File: src/rtl/cache_arb_pkg.sv
// Shared constants for the cache memory-port arbiter: FSM state codes, owner ids, sram-like sizes.
package cache_arb_pkg;

  localparam logic [2:0] IDLE   = 3'd0;
  localparam logic [2:0] ADDR_I = 3'd1;
  localparam logic [2:0] ADDR_D = 3'd2;
  localparam logic [2:0] DATA_I = 3'd3;
  localparam logic [2:0] DATA_D = 3'd4;

  localparam logic OWN_I = 1'b0;
  localparam logic OWN_D = 1'b1;

  localparam logic [1:0] SZ_BYTE = 2'd0;
  localparam logic [1:0] SZ_HALF = 2'd1;
  localparam logic [1:0] SZ_WORD = 2'd2;

endpackage

File: src/rtl/cache_arb_grant_sel.sv
// Pure grant decision between I- and D-cache requests.
// With CACHE_ARB_RR_EN defined the tie is broken round-robin, otherwise D wins until the starvation limit.
module cache_arb_grant_sel
  import cache_arb_pkg::*;
#(
  parameter int STARVE_LIMIT = 4
) (
  input  logic       i_req,
  input  logic       d_req,
`ifdef CACHE_ARB_RR_EN
  input  logic       last_grant,
`else
  input  logic [3:0] starve_cnt,
`endif
  output logic       grant_valid,
  output logic       grant_owner
);

`ifndef CACHE_ARB_RR_EN
  localparam logic [3:0] STARVE_MAX = 4'(STARVE_LIMIT);
`endif

  always_comb begin
    grant_valid = i_req | d_req;
    grant_owner = OWN_I;
    if (d_req && !i_req) begin
      grant_owner = OWN_D;
    end else if (d_req && i_req) begin
`ifdef CACHE_ARB_RR_EN
      grant_owner = (last_grant == OWN_I) ? OWN_D : OWN_I;
`else
      // I is forced through once D has won STARVE_LIMIT times while I waited
      grant_owner = (starve_cnt == STARVE_MAX) ? OWN_I : OWN_D;
`endif
    end
  end

endmodule

File: src/rtl/cache_mem_arbiter.sv
// Shares one sram-like bridge port between the I-cache and the write-back D-cache, one transaction at a time.
// Optional macro CACHE_ARB_RR_EN selects round-robin arbitration instead of D priority with a starvation guard.
module cache_mem_arbiter
  import cache_arb_pkg::*;
#(
  parameter int ADDR_WIDTH   = 32,
  parameter int DATA_WIDTH   = 32,
  parameter int STARVE_LIMIT = 4
) (
  input  logic                  clk,
  input  logic                  rst,
  input  logic                  i_req,
  input  logic                  i_wr,
  input  logic [1:0]            i_size,
  input  logic [ADDR_WIDTH-1:0] i_addr,
  input  logic [DATA_WIDTH-1:0] i_wdata,
  output logic [DATA_WIDTH-1:0] i_rdata,
  output logic                  i_addr_ok,
  output logic                  i_data_ok,
  input  logic                  d_req,
  input  logic                  d_wr,
  input  logic [1:0]            d_size,
  input  logic [ADDR_WIDTH-1:0] d_addr,
  input  logic [DATA_WIDTH-1:0] d_wdata,
  output logic [DATA_WIDTH-1:0] d_rdata,
  output logic                  d_addr_ok,
  output logic                  d_data_ok,
  output logic                  m_req,
  output logic                  m_wr,
  output logic [1:0]            m_size,
  output logic [ADDR_WIDTH-1:0] m_addr,
  output logic [DATA_WIDTH-1:0] m_wdata,
  input  logic [DATA_WIDTH-1:0] m_rdata,
  input  logic                  m_addr_ok,
  input  logic                  m_data_ok
);

  logic [2:0] state;
  logic       grant_valid;
  logic       grant_owner;
  logic       grant_fire;
  logic       owner_d;
  logic       in_addr;
  logic       in_data;

  assign owner_d    = (state == ADDR_D) || (state == DATA_D);
  assign in_addr    = (state == ADDR_I) || (state == ADDR_D);
  assign in_data    = (state == DATA_I) || (state == DATA_D);
  assign grant_fire = (state == IDLE) && grant_valid;

`ifdef CACHE_ARB_RR_EN
  logic last_grant;

  cache_arb_grant_sel #(
    .STARVE_LIMIT(STARVE_LIMIT)
  ) u_grant_sel (
    .i_req      (i_req),
    .d_req      (d_req),
    .last_grant (last_grant),
    .grant_valid(grant_valid),
    .grant_owner(grant_owner)
  );

  always_ff @(posedge clk) begin
    if (rst) begin
      last_grant <= OWN_I;
    end else if (grant_fire) begin
      last_grant <= grant_owner;
    end
  end
`else
  localparam logic [3:0] STARVE_MAX = 4'(STARVE_LIMIT);

  logic [3:0] starve_cnt;

  cache_arb_grant_sel #(
    .STARVE_LIMIT(STARVE_LIMIT)
  ) u_grant_sel (
    .i_req      (i_req),
    .d_req      (d_req),
    .starve_cnt (starve_cnt),
    .grant_valid(grant_valid),
    .grant_owner(grant_owner)
  );

  // Counts D grants that made a waiting I request wait longer; any I grant clears it
  always_ff @(posedge clk) begin
    if (rst) begin
      starve_cnt <= 4'd0;
    end else if (grant_fire) begin
      if (grant_owner == OWN_I) begin
        starve_cnt <= 4'd0;
      end else if (i_req && (starve_cnt != STARVE_MAX)) begin
        starve_cnt <= starve_cnt + 4'd1;
      end
    end
  end
`endif

  always_ff @(posedge clk) begin
    if (rst) begin
      state <= IDLE;
    end else begin
      case (state)
        IDLE: begin
          if (grant_valid) begin
            state <= (grant_owner == OWN_D) ? ADDR_D : ADDR_I;
          end
        end
        ADDR_I: begin
          if (!i_req) begin
            state <= IDLE;
          end else if (m_addr_ok) begin
            state <= DATA_I;
          end
        end
        ADDR_D: begin
          if (!d_req) begin
            state <= IDLE;
          end else if (m_addr_ok) begin
            state <= DATA_D;
          end
        end
        DATA_I: begin
          if (m_data_ok) begin
            state <= IDLE;
          end
        end
        DATA_D: begin
          if (m_data_ok) begin
            state <= IDLE;
          end
        end
        default: state <= IDLE;
      endcase
    end
  end

  // Bridge handshakes reach only the current owner and only in the matching phase
  always_comb begin
    m_req     = 1'b0;
    m_wr      = 1'b0;
    m_size    = 2'd0;
    m_addr    = '0;
    m_wdata   = '0;
    i_addr_ok = 1'b0;
    i_data_ok = 1'b0;
    d_addr_ok = 1'b0;
    d_data_ok = 1'b0;
    i_rdata   = m_rdata;
    d_rdata   = m_rdata;
    if (in_addr || in_data) begin
      m_wr    = owner_d ? d_wr    : i_wr;
      m_size  = owner_d ? d_size  : i_size;
      m_addr  = owner_d ? d_addr  : i_addr;
      m_wdata = owner_d ? d_wdata : i_wdata;
    end
    if (in_addr) begin
      m_req     = owner_d ? d_req : i_req;
      i_addr_ok = !owner_d && i_req && m_addr_ok;
      d_addr_ok = owner_d && d_req && m_addr_ok;
    end
    if (in_data) begin
      i_data_ok = !owner_d && m_data_ok;
      d_data_ok = owner_d && m_data_ok;
    end
  end

endmodule

File: config.mk
export PLATFORM = sky130hd
export DESIGN_NAME = cache_mem_arbiter
export DESIGN_NICKNAME = d
export VERILOG_FILES = /design/src/rtl/cache_arb_pkg.sv /design/src/rtl/cache_arb_grant_sel.sv /design/src/rtl/cache_mem_arbiter.sv
export SDC_FILE = /design/constraint.sdc
export NUM_CORES = 1
export LEC_CHECK = 0
export CAP_MARGIN = 30
export CORE_AREA = 2 2 118 120
export DETAILED_ROUTE_END_ITERATION = 10
export DIE_AREA = 0 0 120 122
export HOLD_SLACK_MARGIN = 0.05
export PLACE_DENSITY = 0.69
export SLEW_MARGIN = 20
export SYNTH_ARGS = -nofsm -noshare
export SYNTH_HDL_FRONTEND = slang
export SYNTH_SLANG_ARGS = --single-unit
File: constraint.sdc
create_clock -name clk -period 2.3 [get_ports clk]
set_clock_uncertainty 0.05 [all_clocks]
set_input_delay 0.345 -clock clk [delete_from_list [all_inputs] [get_ports clk]]
set_output_delay 0.345 -clock clk [all_outputs]
set_load 0.02 [all_outputs]
Word level (Yosys, flattened, before mapping)
Cells that the tools add are included.
Widths: inputs -> output; s select.
{"block": "op_classes", "n_mux": 27, "n_eq_ne": 11, "bitwise": 1, "add_sub_neg": 1, "n_reduce_logical": 20}
{"op": "$mux 32", "count": 4}
{"op": "$mux 3", "count": 6}
{"op": "$pmux 3 s4", "count": 1}
{"op": "$mux 1", "count": 11}
{"op": "$logic_and 1x1->1", "count": 10}
{"op": "$mux 4", "count": 2}
{"op": "$eq 3x2->1 const B", "count": 2}
{"op": "$mux 2", "count": 3}
{"op": "$ne 3x3->1 const B", "count": 2}
{"op": "$add 4x1->4 const B", "count": 1}
{"op": "$eq 4x3->1 const B", "count": 1}
{"op": "$logic_or 1x1->1", "count": 4}
{"op": "$ne 2x1->1 const B", "count": 2}
{"op": "$ne 4x3->1 const B", "count": 1}
{"op": "$reduce_and 4->1", "count": 1}
{"op": "$eq 3x1->1 const B", "count": 1}
{"op": "$eq 3x3->1 const B", "count": 1}
{"op": "$logic_not 3->1", "count": 1}
{"op": "$logic_not 1->1", "count": 2}
{"op": "$ne 2x2->1 const B", "count": 1}
{"op": "$reduce_and 2->1", "count": 1}
{"op": "$reduce_or 2->1", "count": 1}
{"op": "$or 1x1->1", "count": 1}
{"block": "word_totals", "out_inout_bits": 136, "input_bits": 172, "regBits": 7}

Logic depth before layout (Yosys ltp)
{"block": "logic_depth", "ltp_word": 7, "ltp_mapped": 7, "ltp_nobuf": 6}

Hierarchy
Synthesis repeated with hierarchy kept, for this count alone.
{"block": "hier_totals", "cells_unflattened": 357, "hier_area_um2": 2021.9}
{"mod": "cache_mem_arbiter", "cells_each": 354, "area_per_inst_um2": 1993.2, "seq_area_each_um2": 140.1, "instances": 1}
{"mod": "cache_arb_grant_sel", "cells_each": 3, "area_per_inst_um2": 28.8, "seq_area_each_um2": 0.0, "instances": 1}

Worst setup path before layout
OpenSTA, ideal clock, no wires.
{"block": "synth_path", "kind": "register to output", "start": "register state[2]", "end": "output m_addr[10]", "arrival_time_ps": 1508, "t_required_ps": 1905, "path_slack_ps": 397, "path_stages_with_launch": 8, "path_cell_list": "dfxtp_1 > buf_2 > xor2_1 > nand2b_1 > buf_2 > buf_2 > nand2_1 > a21oi_1"}
{"block": "synth_via", "elab_chain_len": 4}
{"item": "start: declaration", "line": "cache_mem_arbiter.sv:38", "rtl": "logic [2:0] state;"}
{"item": "start signal: assignment", "line": "cache_mem_arbiter.sv:107", "rtl": "state <= (grant_owner == OWN_D) ? ADDR_D : ADDR_I;"}
{"item": "$eq 3x2->1, or another cell as far along", "line": "cache_mem_arbiter.sv:46, cache_mem_arbiter.sv:47"}
{"item": "$logic_or 1x1->1, on equally long branches", "line": "cache_mem_arbiter.sv:46, cache_mem_arbiter.sv:47, cache_mem_arbiter.sv:48"}
{"item": "$mux 32 / $logic_or 1x1->1 (equally long branches)", "line": "cache_mem_arbiter.sv:155, cache_mem_arbiter.sv:152"}
{"item": "$mux 32 *", "line": "cache_mem_arbiter.sv:152", "rtl": "if (in_addr || in_data) begin"}
{"item": "end: declaration", "line": "cache_mem_arbiter.sv:31", "rtl": "output logic [ADDR_WIDTH-1:0] m_addr,"}
Mark *: on every way between the ends. The rest lies on a longest branch, timed or not.

Worst setup path in the final report
{"block": "layout_path", "start": "register state[1]", "end": "output d_data_ok"}
{"block": "layout_via", "elab_chain_len": 4}
{"item": "$eq 3x2->1 / $eq 3x3->1 (equally long branches)", "line": "cache_mem_arbiter.sv:46, cache_mem_arbiter.sv:48"}
{"item": "$logic_or 1x1->1", "line": "cache_mem_arbiter.sv:46", "rtl": "assign owner_d = (state == ADDR_D) || (state == DATA_D);"}
{"item": "$logic_and 1x1->1", "line": "cache_mem_arbiter.sv:165", "rtl": "d_data_ok = owner_d && m_data_ok;"}
{"item": "$mux 1 *", "line": "cache_mem_arbiter.sv:163", "rtl": "if (in_data) begin"}
{"item": "end: declaration", "line": "cache_mem_arbiter.sv:27", "rtl": "output logic d_data_ok,"}
Marks and branches as above.

==> results.sh <==
export IMPL_cts_tree="built"
export IMPL_ys_ff_latch=7
export IMPL_ys_seq_area_share_pct=7.30
export IMPL_synth_largest_area_cell="nand2_1"
export IMPL_syn_area_um2=1920
export IMPL_grt_start_max_net_pins=37
export IMPL_synth_cell_types=27
export IMPL_row_count=43
export IMPL_synth_area_leaders="nand2_1 (27%), buf_4 (27%), a21oi_1 (19%), dfxtp_1 (7.3%), buf_2 (3.4%)"
export IMPL_antenna_found_initial=0
export IMPL_diodes=0
export IMPL_syn_avg_cell_area_um2=5.48
export IMPL_max_vdd_ir_drop_mv=0.373
export IMPL_fmax_mhz=449
export IMPL_fin_crit_ns=2.23
export IMPL_required_ns=1.90
export IMPL_critPathMaxStageDelay_ns=0.60
export IMPL_mostFrequentLayoutCells="clkdlybuf4s50_1 (144), nand2_1 (140), a21oi_1 (70)"
export IMPL_status="completed"
export IMPL_synth_cells=350
export IMPL_fin_area_um2=3850
export IMPL_critPathLaunchType="flop"
export IMPL_via_per_inst=3.98
export IMPL_power_leakage_nw=1.77
export IMPL_yosysWarningCount=0
export IMPL_cts_max_path_buffers=2
export IMPL_initial_core_util_pct=14.2
export IMPL_final_common_cell="clkdlybuf4s50_1"
export IMPL_cts_sinks=7
export IMPL_drv_cap=0
export IMPL_crit_buf_inv=3
export IMPL_drive_gt1_share_pct=6.10
export IMPL_grt_pass1_wl_mm=12.3
export IMPL_path_class="reg -> out"
export IMPL_route_detailed_drc=0
export IMPL_hold_viol=0
export IMPL_cp_data_arrival_time_ns=1.83
export IMPL_die_area_um2=14600
export IMPL_hold_path_class="reg -> reg"
export IMPL_rsz0062_at_grt="false"
export IMPL_yosysTopAreaCellShare_pct=27.4
export IMPL_p_per_area_nw_per_um2=708
export IMPL_total_power_mw=2.73
export IMPL_ios=308
export IMPL_setup_tns_ns=0
export IMPL_finalNetCount=667
export IMPL_ant_nets=0
export IMPL_die_h_um=122
export IMPL_clk_latency_ns=0.24
export IMPL_totalWireLength_mm=8.22
export IMPL_portBuffers=211
export IMPL_clk_pin_slew_ns=0.04
export IMPL_setup_viol=0
export IMPL_wire_per_inst_um=12.2
export IMPL_die_w_um=120
export IMPL_area_growth_pct=101
export IMPL_cp_top_family="buffers and inverters"
export IMPL_crit_chain="buf_4 > nor2_2 > buf_4 > and3_1 > clkdlybuf4s50_1"
export IMPL_fin_crit_sh_pct=96.8
export IMPL_drt_first_pass_iters=4
export IMPL_worst_path_max_delay_cell="clkdlybuf4s50_1"
export IMPL_critPathMaxFanout=7
export IMPL_holdBufCountCts=0
export IMPL_grt_pass1_vias=2472
export IMPL_cpMostUsedCell="buf_4"
export IMPL_cts_root_buf="clkbuf_16"
export IMPL_numCtsBuffers=3
export IMPL_h_tree_depth=1
export IMPL_place_congestion=0.763
export IMPL_vias=2676
export IMPL_tightest_slew_ns=0.512
export IMPL_slew_viol_final=0
export IMPL_gr_total_overflow=0
export IMPL_grtUsageTotal_pct=10.2
export IMPL_drtIter0Drc=74
export IMPL_coreArea_um2=13500
export IMPL_synth_nets=524
export IMPL_dp_hpwl_mm=6.47
export IMPL_max_slew_margin_rel_pct=65.0
export IMPL_crit_path_end_kind="output pin"
export IMPL_placedInstanceArea_um2=3860
stage by stage:
step	cells	setup WS [ns]	util [%]	hold slack, ns
floorplan	350	0.397	-	0.364
global placement	668	-0.117	28.6	0.428
finish	672	0.0732	28.5	0.439
detailed placement	668	-0.118	28.6	0.435
global route	672	0.000357	28.5	0.473
CTS	672	0.0343	28.6	0.440
logic make-up (layout without fill, tap and decap cells):
family	count (synthesis)	in the layout	synth area share, %
muxes	2	2	1.04
adders and majority gates	2	2	1.30
and+or+nand+nor	168	168	36.5
AOI/OAI and AO/OA	78	78	21.0
DFF	7	7	7.30
xor gates and xnor gates	2	2	0.913
buffers and inverters	91	233	31.9
final timing paths:
check	from	to	slack (ns)	cells after the start
max	state[1]$_SDFFE_PP0P_	d_data_ok	0.07	5
min	starve_cnt[0]$_SDFFE_PP0P_	starve_cnt[0]$_SDFFE_PP0P_	0.44	2
max reg2reg	starve_cnt[0]$_SDFFE_PP0P_	state[1]$_SDFFE_PP0P_	0.79	6
min reg2reg	starve_cnt[0]$_SDFFE_PP0P_	starve_cnt[0]$_SDFFE_PP0P_	0.44	2
cells in the mapped netlist:
master and instances:
a2111oi_0 1, a21oi_1 71, a31oi_1 2, and2_1 2, and2b_1 1, and3_1 3, and4b_1 1, and4bb_1 1
buf_2 13, buf_4 68, clkbuf_1 6, dfxtp_1 7, ha_1 2, inv_1 4, mux2i_1 2, nand2_1 140
nand2b_1 4, nand3_1 5, nand3b_1 1, nand4b_1 1, nor2_1 3, nor2_2 1, nor2b_1 4, nor3_1 1
o21ai_0 3, o221a_2 1, xor2_1 2
worst min-delay path: cells and delay by family (launching register included):
family | cells | cell delay [ns]
compound gates | 1 | 0.05
flops | 1 | 0.33
simple gates | 1 | 0.06
registers in the layout, summed over array words and instances (netlist names):
register and cells:
starve_cnt 4, state 3
layer usage:
layer	GRT usage, %	vias to the layer above	wire length, um
met5	1.39	-	0
met4	1.47	0	48
met3	5.01	7	1190
met2	16.5	174	3640
met1	12.5	1147	3350
li1	-	1348	-
power breakdown:
part           switching (mW)  leakage (nW)  total (mW)  internal (mW)
Sequential             0.0116        0.0570       0.147          0.135
Combinational            1.33          1.68        2.28          0.955
Clock                  0.0725        0.0382       0.304          0.231
final cells by class:
type / instances / area (um2)
clock buffers: 4 / 78.8
fillers: 1490 / 9650
inverters: 4 / 15.0
multi-input cells: 252 / 1200
flip-flops and latches: 7 / 140
well taps: 180 / 225
repair buffers: 225 / 2200
what timing repair did:
item	4_1_cts	5_1_grt
endpoints found under the setup margin	67	9
resized for setup	70	12
setup buffers	0	0
(Power assumes the default switching activity.)
